==> src/rtl/mips_pkg.sv <==
// Shared loader types and defaults for the instruction-memory boot path.
// The CHK state exists only when IMEM_LOADER_CHECKSUM_EN is defined.
package mips_pkg;

  localparam int MEM_DEPTH_DEFAULT = 1024;

  typedef enum logic [2:0] {
    ST_LEN_HI,
    ST_LEN_LO,
    ST_DATA,
`ifdef IMEM_LOADER_CHECKSUM_EN
    ST_CHK,
`endif
    ST_DONE,
    ST_ERROR
  } load_state_e;

endpackage

==> src/rtl/byte_packer.sv <==
// Assembles big-endian 32-bit words from a byte stream; pulses word_done_o
// in the cycle the fourth byte is presented, with the full word on word_o.
module byte_packer (
  input  logic        clk,
  input  logic        rst,
  input  logic        clear_i,
  input  logic        byte_valid_i,
  input  logic [7:0]  byte_data_i,
  output logic        word_done_o,
  output logic [31:0] word_o
);

  logic [1:0]  idx_q, idx_d;
  logic [23:0] buf_q, buf_d;

  always_comb begin
    idx_d = idx_q;
    buf_d = buf_q;
    if (clear_i) begin
      idx_d = 2'd0;
      buf_d = 24'd0;
    end else if (byte_valid_i) begin
      idx_d = idx_q + 2'd1;
      buf_d = {buf_q[15:0], byte_data_i};
    end
  end

  always_ff @(posedge clk or posedge rst) begin
    if (rst) begin
      idx_q <= 2'd0;
      buf_q <= 24'd0;
    end else begin
      idx_q <= idx_d;
      buf_q <= buf_d;
    end
  end

  // The first three bytes sit in buf_q; the fourth is taken straight from the input.
  assign word_o      = {buf_q, byte_data_i};
  assign word_done_o = byte_valid_i && (idx_q == 2'd3);

endmodule

==> src/rtl/imem_loader.sv <==
// Boot loader: streams a length-prefixed image into instruction memory and
// holds the CPU in reset until it is complete. Optional macro: IMEM_LOADER_CHECKSUM_EN.
module imem_loader
  import mips_pkg::*;
#(
  parameter int MEM_DEPTH = MEM_DEPTH_DEFAULT,
  parameter int AW        = $clog2(MEM_DEPTH)
) (
  input  logic          clk,
  input  logic          rst,
  input  logic          in_valid,
  input  logic [7:0]    in_data,
  output logic          in_ready,
  input  logic          reload,
  output logic          mem_we,
  output logic [AW-1:0] mem_addr,
  output logic [31:0]   mem_wdata,
  output logic          cpu_rst,
  output logic          load_done,
  output logic          load_err,
  output logic [AW:0]   words_loaded
);

  localparam logic [31:0] DEPTH_W = 32'(MEM_DEPTH);
  localparam logic [AW:0] ONE     = 1;

  load_state_e   state_q, state_d;
  logic [7:0]    lenHi_q, lenHi_d;
  logic [AW:0]   count_q, count_d;
  logic [AW:0]   wordsLoaded_q, wordsLoaded_d;
  logic          memWe_q, memWe_d;
  logic [AW-1:0] memAddr_q, memAddr_d;
  logic [31:0]   memWdata_q, memWdata_d;
`ifdef IMEM_LOADER_CHECKSUM_EN
  logic [7:0]    chk_q, chk_d;
`endif

  logic          fire;
  logic          packClear;
  logic          wordDone;
  logic [31:0]   packedWord;
  logic [15:0]   lenWord;
  logic [AW:0]   wordsNext;

  assign in_ready  = (state_q != ST_DONE) && (state_q != ST_ERROR);
  assign fire      = in_valid && in_ready;
  assign lenWord   = {lenHi_q, in_data};
  assign wordsNext = wordsLoaded_q + ONE;

  byte_packer u_packer (
    .clk          (clk),
    .rst          (rst),
    .clear_i      (packClear),
    .byte_valid_i (fire && (state_q == ST_DATA)),
    .byte_data_i  (in_data),
    .word_done_o  (wordDone),
    .word_o       (packedWord)
  );

  always_comb begin
    state_d       = state_q;
    lenHi_d       = lenHi_q;
    count_d       = count_q;
    wordsLoaded_d = wordsLoaded_q;
    memWe_d       = 1'b0;
    memAddr_d     = memAddr_q;
    memWdata_d    = memWdata_q;
    packClear     = 1'b0;
`ifdef IMEM_LOADER_CHECKSUM_EN
    chk_d         = chk_q;
`endif
    case (state_q)
      ST_LEN_HI: begin
        if (fire) begin
          lenHi_d = in_data;
          state_d = ST_LEN_LO;
        end
      end
      ST_LEN_LO: begin
        if (fire) begin
          if (lenWord == 16'd0) begin
`ifdef IMEM_LOADER_CHECKSUM_EN
            state_d = ST_CHK;
`else
            state_d = ST_DONE;
`endif
          end else if ({16'd0, lenWord} > DEPTH_W) begin
            state_d = ST_ERROR;
          end else begin
            count_d = lenWord[AW:0];
            state_d = ST_DATA;
          end
        end
      end
      ST_DATA: begin
`ifdef IMEM_LOADER_CHECKSUM_EN
        if (fire) chk_d = chk_q ^ in_data;
`endif
        // Register the write so it lands the cycle after the word's last byte.
        if (wordDone) begin
          memWe_d       = 1'b1;
          memAddr_d     = wordsLoaded_q[AW-1:0];
          memWdata_d    = packedWord;
          wordsLoaded_d = wordsNext;
          if (wordsNext == count_q) begin
`ifdef IMEM_LOADER_CHECKSUM_EN
            state_d = ST_CHK;
`else
            state_d = ST_DONE;
`endif
          end
        end
      end
`ifdef IMEM_LOADER_CHECKSUM_EN
      ST_CHK: begin
        if (fire) state_d = (in_data == chk_q) ? ST_DONE : ST_ERROR;
      end
`endif
      ST_DONE, ST_ERROR: begin
        if (reload) begin
          state_d       = ST_LEN_HI;
          wordsLoaded_d = '0;
          packClear     = 1'b1;
`ifdef IMEM_LOADER_CHECKSUM_EN
          chk_d         = 8'd0;
`endif
        end
      end
      default: state_d = ST_LEN_HI;
    endcase
  end

  always_ff @(posedge clk or posedge rst) begin
    if (rst) begin
      state_q       <= ST_LEN_HI;
      lenHi_q       <= 8'd0;
      count_q       <= '0;
      wordsLoaded_q <= '0;
      memWe_q       <= 1'b0;
      memAddr_q     <= '0;
      memWdata_q    <= 32'd0;
`ifdef IMEM_LOADER_CHECKSUM_EN
      chk_q         <= 8'd0;
`endif
    end else begin
      state_q       <= state_d;
      lenHi_q       <= lenHi_d;
      count_q       <= count_d;
      wordsLoaded_q <= wordsLoaded_d;
      memWe_q       <= memWe_d;
      memAddr_q     <= memAddr_d;
      memWdata_q    <= memWdata_d;
`ifdef IMEM_LOADER_CHECKSUM_EN
      chk_q         <= chk_d;
`endif
    end
  end

  assign mem_we       = memWe_q;
  assign mem_addr     = memAddr_q;
  assign mem_wdata    = memWdata_q;
  assign words_loaded = wordsLoaded_q;
  assign cpu_rst      = (state_q != ST_DONE);
  assign load_done    = (state_q == ST_DONE);
  assign load_err     = (state_q == ST_ERROR);

endmodule

==> config.mk <==
export PLATFORM = sky130hd
export DESIGN_NAME = imem_loader
export DESIGN_NICKNAME = d
export VERILOG_FILES = /design/src/rtl/mips_pkg.sv /design/src/rtl/byte_packer.sv /design/src/rtl/imem_loader.sv
export SDC_FILE = /design/constraint.sdc
export NUM_CORES = 1
export LEC_CHECK = 0
export ABC_AREA = 0
export CAP_MARGIN = 20
export CORE_ASPECT_RATIO = 1.75
export CORE_MARGIN = 2
export CORE_UTILIZATION = 49
export CTS_CLUSTER_DIAMETER = 30
export DETAILED_ROUTE_END_ITERATION = 8
export GPL_TIMING_DRIVEN = 0
export PLACE_DENSITY = 0.72
export SLEW_MARGIN = 20
export SYNTH_ARGS = -nofsm -noshare
export SYNTH_HDL_FRONTEND = slang
export SYNTH_SLANG_ARGS = --single-unit
==> constraint.sdc <==
create_clock -name clk -period 4.3 [get_ports clk]
set_clock_uncertainty 0.05 [all_clocks]
set_input_delay 0.86 -clock clk [delete_from_list [all_inputs] [get_ports clk]]
set_output_delay 0.86 -clock clk [all_outputs]
set_load 0.01 [all_outputs]
# Yosys cells after proc, flatten, opt, wreduce, memory -nomap -nowiden
# Cells that the tools add are included.
[totals]
regBits = 102
latchBits = 0
mem_bits_rw = 0
mem_bits_ro = 0
input_bits = 12
output_inout_bits = 58
memories = 0
[classes]
addsub = 2
n_mul = 0
n_div = 0
n_lt_le_gt_ge = 1
eq_ne = 13
shift = 0
mux = 19
bitwise_logic = 2
n_reduce_logical = 14
[op_table]
columns = ["operator", "n"]
rows = [
  ["two-way mux 24 bit", 2],
  ["two-way mux 11 bit", 2],
  ["case mux 11 bit (2 select lines)", 1],
  ["two-way mux 3 bit", 7],
  ["> comparator 16 x 11 -> 1 bit, second input constant", 1],
  ["zero test 16 bit", 1],
  ["case mux 3 bit (4 select lines)", 1],
  ["adder 11 x 1 -> 11 bit, second input constant", 1],
  ["== test 11 bit", 1],
  ["== test 3 x 2 -> 1 bit, second input constant", 2],
  ["inequality test 2 bit, second input constant", 3],
  ["AND reduction 5 bit", 1],
  ["logical AND 1 bit", 4],
  ["two-way mux 1 bit", 4],
  ["two-way mux 2 bit", 2],
  ["inequality test 2 x 1 -> 1 bit, second input constant", 2],
  ["AND reduction 2 bit", 2],
  ["AND reduction 4 bit", 1],
  ["nonzero test 2 bit", 2],
  ["== test 3 x 1 -> 1 bit, second input constant", 1],
  ["== test 3 bit, second input constant", 1],
  ["zero test 3 bit", 1],
  ["inequality test 3 x 2 -> 1 bit, second input constant", 1],
  ["inequality test 3 bit, second input constant", 1],
  ["other kinds (5)", 6],
]

# Logic depth before layout (Yosys ltp)
[depth]
word_depth = 7
depth_mapped = 9
depth_no_buf = 7

# By module
# A second synthesis with hierarchy kept.
[hier_totals]
cells_unflattened = 455
hier_area_um2 = 4555.6
[by_module_without_submodules]
columns = ["mod", "instances", "cells_per_inst", "area_each_um2", "seq_area_each_um2"]
rows = [
  ["imem_loader", 1, 360, 3397.0, 1901.8],
  ["byte_packer", 1, 95, 1158.6, 650.6],
]

# Least setup slack after synthesis
# No wires, ideal clock.
[synth_timing]
path_kind = "input-to-reg"
start = "input port in_data[3]"
end = "register count_q[0]"
t_arrival_ns = 2.071
t_required_ns = 4.125
slack_ns = 2.054
path_stages = 6
n_path_buf = 1
cell_sequence = "nor4_1 -> nand3_1 -> xor2_1 -> nand4_1 -> buf_2 -> mux2_2"
[synth_between]
elab_chain_len = 3
elab_cells_between_ends = 5
classes_between = "order compare: 1; bitwise: 2; reduce/logical: 2"
[synth_lines]
columns = ["element", "line", "rtl"]
rows = [
  ["from (decl)", "imem_loader.sv:12", "input logic [7:0] in_data,"],
  ["> comparator 16 x 11 -> 1 bit or zero test 16 bit (tied branches)", "imem_loader.sv:87, imem_loader.sv:81", ""],
  ["NOT 1 bit (no line)", "-", ""],
  ["AND reduction 4 bit (no line) (*)", "-", ""],
  ["to (signal assigned)", "imem_loader.sv:148", "count_q <= count_d;"],
  ["to (decl)", "imem_loader.sv:29", "logic [AW:0] count_q, count_d;"],
]
# Every way passes the cells marked *; elsewhere a longest branch is shown, timed or not.
# A chain may end at the register's enable or synchronous reset.

# Final worst setup path
[layout_timing]
start = "register state_q[0]"
end = "output port in_ready"
[layout_between]
elab_chain_len = 2
elab_cells_between_ends = 3
classes_between = "eq/ne: 2; reduce/logical: 1"
[layout_lines]
columns = ["element", "line", "rtl"]
rows = [
  ["from (decl)", "imem_loader.sv:27", "load_state_e state_q, state_d;"],
  ["from (signal assigned)", "imem_loader.sv:146", "state_q <= state_d;"],
  ["inequality test 3 x 2 -> 1 bit or inequality test 3 bit (tied branches)", "imem_loader.sv:45", "assign in_ready = (state_q != ST_DONE) && (state_q != ST_ERROR);"],
  ["logical AND 1 bit (*)", "imem_loader.sv:45", ""],
  ["to (decl)", "imem_loader.sv:13", "output logic in_ready,"],
]
# Marks and branches as above.

==> impl_metrics.csv <==
group,metric,value,unit
timing,fin_hold_ws,423.1,ps
timing,max_freq,345.4,MHz
worst_setup_path,required,3390,ps
cts,clk_latency,340,ps
layout,drive_gt1_share,8.185,%
cts,clk_pin_slew_worst_paths,70,ps
placement,hpwlAfterDp,7458,um
timing,finalCritPeriodShare,67.34,%
layout,syn2layout_area_growth,25.90,%
global_routing,grt_pass1_wl,16670,um
floorplan,start_util,49.76,%
timing,finalMaxSlewViolations,0,
cts,numCtsBuffers,9,
synthesis,yosys_warnings,0,
timing,finalHoldViolCount,0,
synthesis,syn_area,4439,um^2
placement,routabilityCongestion,0.8839,
worst_setup_path,cp-end-kind,"output port",
pwr,pwr-share-clk,31.8,%
routing,via_per_inst,5.174,
pwr,combinationalPowerShare,18.6,%
timing,rsz0062_at_grt,"no",
routing,antenna_left,0,
global_routing,busiest_layer,"met2",
synthesis,ys_seq_area_share,57.50,%
global_routing,grt_util_met3,4.219,%
placement,numPortBuffers,69,
worst_setup_path,worst-path-max-fanout,10,
layout,diodes,0,
run_status,run_status,"complete, no violations",
routing,routed-via-count,3529,
global_routing,met1_usage,24.69,%
placement,dp.cells,669,
routing,drt_iter0_drc,214,
cts,postCtsSetupRepairBufs,0,
global_routing,grt-ovfl-total,0,
routing,drtPass1Iterations,4,
floorplan,dieWidth,75.95,um
worst_setup_path,worstSetupStartpointType,"register",
pwr,switching_share,27.90,%
floorplan,die_h,129.9,um
timing,worstMarginPinSlew,659.2,ps
cts,cts_buffer_depth,2,
synthesis,syn_nets,493,
worst_setup_path,cp.arrival,1990,ps
pwr,pwr-share-seq,49.6,%
cts,holdBufCountCts,0,
cts,cts.sinks,102,
routing,drt_wl_total,10270,um
floorplan,core,8921,um^2
routing,drc_errors,0,
pwr,total_power,2.445,mW
pwr,ir_drop,0.2712,mV
global_routing,grt_pass1_vias,3410,
timing,setup_viol_count_final,0,
synthesis,postSynthAreaPerCell,9.268,um^2
floorplan,dieArea,9867,um^2
global_routing,grt_use_met2,40.13,%
synthesis,synth-seq-cells,102,
cts,cts_tree,"built",
timing,fin_ws,1405,ps
global_routing,grt_max_degree,77,
min_path,hold_path.class,"reg2reg",
timing,finalCriticalPeriod,2895,ps
global_routing,antenna_found_initial,0,
synthesis,ys_types,43,
global_routing,grt_usage,21.48,%
layout,nets,574,
timing,tns,0,ps
cts,cts_root_buffer,"clkbuf_16",
run,cap_viol_max_count,0,
placement,dp_slack,1146,ps
pwr,p_sw,0.6823,mW
pwr,internal_power,1.763,mW
timing,slew_headroom,55.89,%
pwr,cellLeakagePower,2.638,nW
floorplan,io-pin-count,70,
layout,fin_cells,682,
worst_setup_path,path_class,"reg2out",
synthesis,synthCells,479,
cts,cts_resized,0,
floorplan,row_count,46,
pwr,p_per_area,437.5,nW/um^2
routing,wl_per_cell,15.06,um
cts,cts_htree_levels,3,
[metrics by stage]
stage / utilization (%) / area (um^2)
6_report: 62.65 / 5589
5_1_grt: 62.65 / 5589
4_1_cts: 62.65 / 5589
3_5_place_dp: 59.55 / 5313
3_3_place_gp: 59.19 / 5280
2_1_floorplan: - / 4439
[routing by layer]
layer  wire length, um  part of all wire, %
met1              4177                   41
met2              5588                   54
met3               346                  3.4
met4               162                  1.6
met5                 0                    0
[cell families (layout without fill, tap and decap cells)]
kind of cell	Yosys count	count (layout)	share of synthesized area, %
fa+ha+maj	2	2	0.5636
mux	20	20	5.045
compound gates	63	63	8.089
xor+xnor	17	17	3.354
simple gates	242	242	22.41
flops	102	102	57.50
buf+inv	33	116	3.044
[final timing paths]
| kind | startpoint | to | slack (ps) | depth (start not counted) |
|---|---|---|---|---|
| max | state_q[0] | in_ready | 1400 | 4 |
| min | mem_addr[0] | mem_addr[0] | 420 | 2 |
| max reg2reg | words_loaded[0] | words_loaded[10] | 1980 | 7 |
| min reg2reg | mem_addr[0] | mem_addr[0] | 420 | 2 |
| max in group asynchronous | rst | mem_wdata[12] | 2760 | 3 |
| min in group asynchronous | rst | mem_we | 810 | 2 |
[power by group through the flow]
stage	Combinational [mW]	Clock (mW)	Sequential (mW)
5_1_grt	0.500	0.826	1.23
3_3_place_gp	0.435	0	1.22
4_1_cts	0.457	0.787	1.21
3_5_place_dp	0.455	0	1.23
2_1_floorplan	0.354	0	1.19
6_report	0.454	0.778	1.21
[layout make-up]
cell class / instances / area, um^2
clock inverter: 4 / 51.30
multi-input combinational: 344 / 1752
clock buffer: 9 / 225.2
buffer: 26 / 108.9
tap: 120 / 150.1
fill: 783 / 3332
timing repair buffer: 70 / 718.2
sequential: 102 / 2552
inverter: 7 / 31.28
[sequential cells by signal, summed over array words and instances (netlist names)]
| name | count |
|---|---|
| mem_we | 1 |
| u_packer.buf_q | 24 |
| lenHi_q | 8 |
| u_packer.idx_q | 2 |
| mem_addr | 10 |
| words_loaded | 11 |
| mem_wdata | 32 |
| state_q | 3 |
| count_q | 11 |
[cell usage after synthesis (all sizes together)]
library cell,number,area share [%]
a2111oi,1,0.34
a211o,1,0.20
a21oi,30,3.4
a22o,1,0.20
a31o,1,0.20
a31oi,1,0.14
a32o,1,0.23
a41o,1,0.23
and3,4,0.59
and3b,1,0.20
and4,2,0.39
buf,8,0.93
clkbuf,18,1.5
dfrtp,102,57
ha,2,0.56
inv,7,0.59
mux2,19,4.8
mux2i,1,0.23
nand2,198,17
nand2b,2,0.28
nand3,9,1.0
nand3b,1,0.17
nand4,2,0.28
nor2,13,1.1
nor2b,1,0.14
nor3,2,0.34
nor3b,2,0.34
nor4,2,0.28
nor4bb,1,0.23
o21ai,21,2.4
o22ai,2,0.28
o31ai,2,0.34
o41ai,1,0.20
or2,1,0.14
or4,1,0.17
xnor2,11,2.2
xor2,6,1.2
[layout by cell type (no fill, tap or decap), types with 2 or more instances in the layout]
| master | netlist | routed |
|---|---|---|
| a21oi_1 | 30 | 30 |
| and3_1 | 3 | 3 |
| and4_1 | 2 | 2 |
| buf_2 | 6 | 6 |
| clkbuf_1 | 18 | 18 |
| clkbuf_16 | 0 | 9 |
| clkdlybuf4s50_1 | 0 | 69 |
| dfrtp_1 | 102 | 102 |
| ha_1 | 2 | 2 |
| inv_1 | 6 | 5 |
| mux2_2 | 19 | 19 |
| nand2_1 | 198 | 198 |
| nand2b_1 | 2 | 2 |
| nand3_1 | 9 | 9 |
| nand4_1 | 2 | 2 |
| nor2_1 | 13 | 13 |
| nor3b_1 | 2 | 2 |
| nor4_1 | 2 | 2 |
| o21ai_0 | 20 | 20 |
| o22ai_1 | 2 | 2 |
| o31ai_1 | 2 | 2 |
| xnor2_1 | 11 | 11 |
| xor2_1 | 6 | 6 |
[critical path, stage by stage (launching register included)]
cell	delay [ps]
dfrtp_1	380
clkbuf_1	340
nor3b_1	130
nor2_1	210
clkdlybuf4s50_1	580
No activity file was read; power rests on OpenSTA's default activity.
